File: config.mk
export PLATFORM = sky130hd
export DESIGN_NAME = color_correction_matrix
export DESIGN_NICKNAME = d
export VERILOG_FILES = /design/src/rtl/color_correction_matrix.sv
export SDC_FILE = /design/constraint.sdc
export NUM_CORES = 2
export LEC_CHECK = 0
export CAP_MARGIN = 20
export CORE_UTILIZATION = 30
export CTS_CLUSTER_SIZE = 40
export DETAILED_ROUTE_END_ITERATION = 10
export SYNTH_ARGS = -nofsm -noshare
export SYNTH_HDL_FRONTEND = slang
export SYNTH_SLANG_ARGS = --single-unit
File: constraint.sdc
create_clock -name clk -period 15.5 [get_ports clk]
set_input_delay 3.875 -clock clk [delete_from_list [all_inputs] [get_ports clk]]
set_output_delay 3.875 -clock clk [all_outputs]
set_load 0.02 [all_outputs]
File: src/rtl/color_correction_matrix.sv
// 3x3 signed colour-correction matrix with round/clamp to 8 bits, frame pixel counter and
// frame-aligned double-buffered coefficients. Define CCM_OFFSET_EN for per-channel post-shift offsets.
module color_correction_matrix #(
    parameter int width     = 1920,
    parameter int height    = 1080,
    parameter int coefWidth = 12,
    parameter int fracBits  = 8
) (
    input  logic                        clk,
    input  logic                        reset,
    input  logic [7:0]                  iR,
    input  logic [7:0]                  iG,
    input  logic [7:0]                  iB,
    input  logic                        iValid,
    input  logic                        cfgWe,
    input  logic [3:0]                  cfgAddr,
    input  logic signed [coefWidth-1:0] cfgData,
    input  logic                        cfgCommit,
    output logic [7:0]                  oR,
    output logic [7:0]                  oG,
    output logic [7:0]                  oB,
    output logic                        oValid,
    output logic                        oDone,
    output logic [31:0]                 pixCnt,
    output logic                        commitPending
);

    localparam int PW = coefWidth + 9;
    localparam int SW = PW + 2;
    localparam logic [31:0]                  LAST_PIX = 32'(width * height - 1);
    localparam logic signed [SW-1:0]         ROUND    = SW'(1 << (fracBits - 1));
    localparam logic signed [coefWidth-1:0]  UNITY    = coefWidth'(1 << fracBits);

    logic signed [coefWidth-1:0] shadow_q [9];
    logic signed [coefWidth-1:0] shadow_d [9];
    logic signed [coefWidth-1:0] active_q [9];
    logic [31:0] pix_cnt_q, pix_cnt_d;
    logic        pend_q, pend_d;
    logic        frame_end, commit_idle, apply;

    logic [7:0]             pix [3];
    logic signed [PW-1:0]   prod_d [9];
    logic signed [PW-1:0]   prod_q [9];
    logic signed [SW-1:0]   sum_d [3];
    logic signed [SW-1:0]   sum_q [3];
    logic signed [SW-1:0]   shifted [3];
    logic signed [SW:0]     adj [3];
    logic [7:0]             clamp_d [3];
    logic [7:0]             out_q [3];
    logic signed [8:0]      off_s3 [3];
    logic valid_s1_q, valid_s2_q, valid_o_q;
    logic done_s1_q, done_s2_q, done_o_q;

    // NOTE: every always_comb output gets a default first so no path leaves it unassigned (no latch).
    always_comb begin
        shadow_d = shadow_q;
        if (cfgWe && cfgAddr < 4'd9) shadow_d[cfgAddr] = cfgData;
    end

    // A commit lands immediately only between frames; otherwise it waits for the frame-end pixel.
    assign frame_end   = iValid && (pix_cnt_q == LAST_PIX);
    assign commit_idle = cfgCommit && (pix_cnt_q == '0) && !iValid;
    assign apply       = commit_idle || (frame_end && (pend_q || cfgCommit));

    always_comb begin
        pend_d    = apply ? 1'b0 : (pend_q || cfgCommit);
        pix_cnt_d = pix_cnt_q;
        if (iValid) pix_cnt_d = frame_end ? '0 : pix_cnt_q + 32'd1;
    end

    // NOTE: sequential state is updated with non-blocking assignments only.
    always_ff @(posedge clk) begin
        if (reset) begin
            for (int k = 0; k < 9; k++) begin
                shadow_q[k] <= (k % 4 == 0) ? UNITY : '0;
                active_q[k] <= (k % 4 == 0) ? UNITY : '0;
            end
            pix_cnt_q <= '0;
            pend_q    <= 1'b0;
        end else begin
            shadow_q  <= shadow_d;
            if (apply) active_q <= shadow_d;
            pix_cnt_q <= pix_cnt_d;
            pend_q    <= pend_d;
        end
    end

`ifdef CCM_OFFSET_EN
    logic signed [8:0] shadow_off_q [3];
    logic signed [8:0] shadow_off_d [3];
    logic signed [8:0] active_off_q [3];
    logic signed [8:0] off_s1_q [3];
    logic signed [8:0] off_s2_q [3];

    always_comb begin
        shadow_off_d = shadow_off_q;
        if (cfgWe) begin
            case (cfgAddr)
                4'd9:    shadow_off_d[0] = cfgData[8:0];
                4'd10:   shadow_off_d[1] = cfgData[8:0];
                4'd11:   shadow_off_d[2] = cfgData[8:0];
                default: ;
            endcase
        end
    end

    always_ff @(posedge clk) begin
        if (reset) begin
            for (int c = 0; c < 3; c++) begin
                shadow_off_q[c] <= '0;
                active_off_q[c] <= '0;
            end
        end else begin
            shadow_off_q <= shadow_off_d;
            if (apply) active_off_q <= shadow_off_d;
        end
    end

    // Offsets ride along with the pixel so S3 uses the set sampled at S1.
    always_ff @(posedge clk) begin
        off_s1_q <= active_off_q;
        off_s2_q <= off_s1_q;
    end

    assign off_s3 = off_s2_q;
`else
    always_comb begin
        for (int c = 0; c < 3; c++) off_s3[c] = '0;
    end
`endif

    always_comb begin
        pix[0] = iR;
        pix[1] = iG;
        pix[2] = iB;
        for (int k = 0; k < 9; k++)
            prod_d[k] = PW'($signed({1'b0, pix[k % 3]})) * PW'(active_q[k]);
        for (int c = 0; c < 3; c++) begin
            sum_d[c]   = SW'(prod_q[3*c]) + SW'(prod_q[3*c+1]) + SW'(prod_q[3*c+2]) + ROUND;
            shifted[c] = sum_q[c] >>> fracBits;
            adj[c]     = (SW+1)'(shifted[c]) + (SW+1)'(off_s3[c]);
            if (adj[c][SW])                 clamp_d[c] = 8'd0;
            else if (adj[c] > (SW+1)'(255)) clamp_d[c] = 8'd255;
            else                            clamp_d[c] = adj[c][7:0];
        end
    end

    // NOTE: pure datapath registers carry no reset; the valid bits qualify them.
    always_ff @(posedge clk) begin
        prod_q <= prod_d;
        sum_q  <= sum_d;
    end

    always_ff @(posedge clk) begin
        if (reset) begin
            valid_s1_q <= 1'b0;
            valid_s2_q <= 1'b0;
            valid_o_q  <= 1'b0;
            done_s1_q  <= 1'b0;
            done_s2_q  <= 1'b0;
            done_o_q   <= 1'b0;
            for (int c = 0; c < 3; c++) out_q[c] <= '0;
        end else begin
            valid_s1_q <= iValid;
            valid_s2_q <= valid_s1_q;
            valid_o_q  <= valid_s2_q;
            done_s1_q  <= frame_end;
            done_s2_q  <= done_s1_q;
            done_o_q   <= done_s2_q;
            out_q      <= clamp_d;
        end
    end

    assign oR            = out_q[0];
    assign oG            = out_q[1];
    assign oB            = out_q[2];
    assign oValid        = valid_o_q;
    assign oDone         = done_o_q;
    assign pixCnt        = pix_cnt_q;
    assign commitPending = pend_q;

endmodule

==> flow_metrics.env <==
export IMPL_synth_edf_count=0
export IMPL_clock_sinks=513
export IMPL_grt_setup_unrepaired="false"
export IMPL_finalSetupViolCount=0
export IMPL_die_h_um=417
export IMPL_worst_slack_ps=6830
export IMPL_diodes=0
export IMPL_tightest_slew_ps=1130
export IMPL_maxSlewViolCount=0
export IMPL_max_freq_ghz=0.115
export IMPL_cts_tree="done"
export IMPL_io_buffer_count=103
export IMPL_arrival_ps=9200
export IMPL_place_hpwl_mm=94.9
export IMPL_instances_no_fill=7974
export IMPL_drt_initial_drc_count=1636
export IMPL_area_delta_synth_final_pct=10.7
export IMPL_synthFlopType="dfxtp_1"
export IMPL_cts_hold_buffers=0
export IMPL_root_buffer="clkbuf_16"
export IMPL_cap_violations=0
export IMPL_start_util_pct=30.2
export IMPL_synthTopCellsByArea="fa_1, dfxtp_1, ha_1, inv_1, and2_1"
export IMPL_drive_above_1_share_pct=3.48
export IMPL_core_area_um2=172000
export IMPL_drt_pass1_iter_count=7
export IMPL_crit_required_ps=16040
export IMPL_synth_area_um2=51800
export IMPL_synth_common_cells="inv_1, fa_1, nand2_1"
export IMPL_io_pins=104
export IMPL_ys_ff_latch=513
export IMPL_cts_made_buffers=61
export IMPL_grt_max_degree=87
export IMPL_final_net_count=6920
export IMPL_clk_latency_ps=680
export IMPL_detail_route_antenna_nets=0
export IMPL_die_area_um2=174000
export IMPL_rows=152
export IMPL_relSlewSlack_pct=24.5
export IMPL_grt_pass1_vias=37400
export IMPL_dp_slack_ps=6190
export IMPL_worstHoldPathCells=1
export IMPL_yosys_area_top_type="fa_1"
export IMPL_outcome="completed"
export IMPL_postCtsSetupBuffers=0
export IMPL_clock_path_buffers=3
export IMPL_ys_seq_area_share_pct=19.8
export IMPL_p_per_area_nw_per_um2=58.0
export IMPL_hold_violations=0
export IMPL_drc=0
export IMPL_synth_fp_nets=6934
export IMPL_avgSynthCellArea_um2=9.20
export IMPL_clk_pin_slew_worst_paths_ps=60
export IMPL_synthArstFlopShare_pct=0
export IMPL_r2r_cells=16
export IMPL_gr_usage_all_layers_pct=14.3
export IMPL_fin_crit_ps=8670
export IMPL_ir_worst_vdd_mv=0.0837
export IMPL_synth_top_area_share_pct=29.5
export IMPL_htreeDepth=2
export IMPL_routedWlPerCell_um=15.2
export IMPL_tns_ps=0
export IMPL_ctsResizeCount=0
export IMPL_yosysMostFrequentCell="inv_1"
export IMPL_antenna_found_initial=9
export IMPL_dp_cells=7860
export IMPL_cellLeakagePower_uw=0.0289
export IMPL_die_w_um=417
export IMPL_startpoint_type="input port"
export IMPL_synth_cells=5627
export IMPL_worstSetupPathType="in2reg"
export IMPL_grt_first_pass_wirelength_mm=199
export IMPL_gr_total_overflow=0
export IMPL_skew_ps=22.2
export IMPL_via_per_inst=4.48
export IMPL_worst_path_max_fanout=36
export IMPL_hold_class="reg2reg"
export IMPL_ys_types=67
export IMPL_wirelength_mm=122
export IMPL_critPathCaptureType="register"
export IMPL_gp_routability_congestion=0.843
export IMPL_vias=35700
export IMPL_yosys_warnings=0
export IMPL_period_share_pct=55.9
state kept, by name, summed over array words and instances, names as in the netlist:
signal         cells
oG                 8
shifted           45
oR                 8
pixCnt            32
oValid             1
commitPending      1
oB                 8
valid_s1_q         1
valid_s2_q         1
oDone              1
shadow_q         108
done_s1_q          1
prod_q           189
active_q         108
done_s2_q          1
layout by cell type, fill, tap and decap left out, types with 39 or more instances in the layout:
cell type	netlist	final
a21oi_1	189	189
and2_1	422	422
clkbuf_16	0	63
clkdlybuf4s50_1	0	102
dfxtp_1	513	513
fa_1	762	762
ha_1	500	500
inv_1	1193	1193
mux2_1	73	73
mux2i_1	82	82
nand2_1	578	578
nor2_1	231	231
nor2b_1	129	129
nor3_1	41	39
o21a_1	63	63
o21ai_0	69	69
xnor2_1	156	156
xor2_1	62	62
routing by layer:
layer,share of wire (%),track usage [%]
met1,45,18.5
met4,2.7,3.87
met5,0.044,0
met3,4.5,2.18
met2,48,24.5
where the power goes:
group	total, uW	switching [uW]	leakage (uW)	internal, uW
clock network	1540	612	0.00105	925
registers	1400	31.3	0.00416	1370
logic	383	238	0.0237	145
total	3320	881	0.0289	2440
cell families after synthesis:
group                      Yosys count  synth area share (%)
xor gates and xnor gates           218                  3.69
and+or+nand+nor                   1550                  14.7
adders and majority gates         1262                  41.6
DFF                                513                  19.8
buffers and inverters             1412                  10.4
AOI/OAI and AO/OA                  485                  5.91
muxes                              187                  3.87
final cells by class:
cell class	count	area (um^2)
clock inverters	32	412
inverters	1193	4480
flip-flops and latches	513	10300
multi-input cells	3702	36200
well taps	2310	2890
repair buffers	142	1340
fillers	17700	114000
clock buffers	82	1750
final timing paths:
| check | startpoint | to | slack [ps] |
|---|---|---|---|
| max | iR[0] | prod_q[188]$_DFF_P_ | 6830 |
| min | shifted[2]$_DFF_P_ | oB[2]$_SDFF_PP0_ | 440 |
| min reg2reg | shifted[2]$_DFF_P_ | oB[2]$_SDFF_PP0_ | 440 |
| max reg2reg | active_q[104]$_SDFFE_PP1P_ | prod_q[188]$_DFF_P_ | 10450 |
critical path, cell delays in order:
cell and delay [ps]:
clkdlybuf4s50_1 460, buf_4 400, nand2_1 150, fa_1 560, inv_1 50, fa_1 480, fa_1 550, inv_1 50
fa_1 470, inv_1 40, ha_1 310, a21oi_1 210, o21ai_1 130, a31oi_1 320, a211oi_1 150, or3_1 390
a2111oi_0 460, a211oi_1 90
metrics by stage:
| stage | cell area [um^2] | utilization, % | power, uW | hold slack, ps |
|---|---|---|---|---|
| 3_5_place_dp | 55100 | 32.1 | 1820 | 428 |
| 6_report | 57300 | 33.4 | 3320 | 437 |
| 2_1_floorplan | 51800 | - | 1670 | 414 |
| 3_3_place_gp | 55100 | 32.1 | 1810 | 427 |
| 5_1_grt | 57300 | 33.4 | 3470 | 460 |
| 4_1_cts | 57300 | 33.4 | 3380 | 442 |
Power figures use the tool's default switching activity.
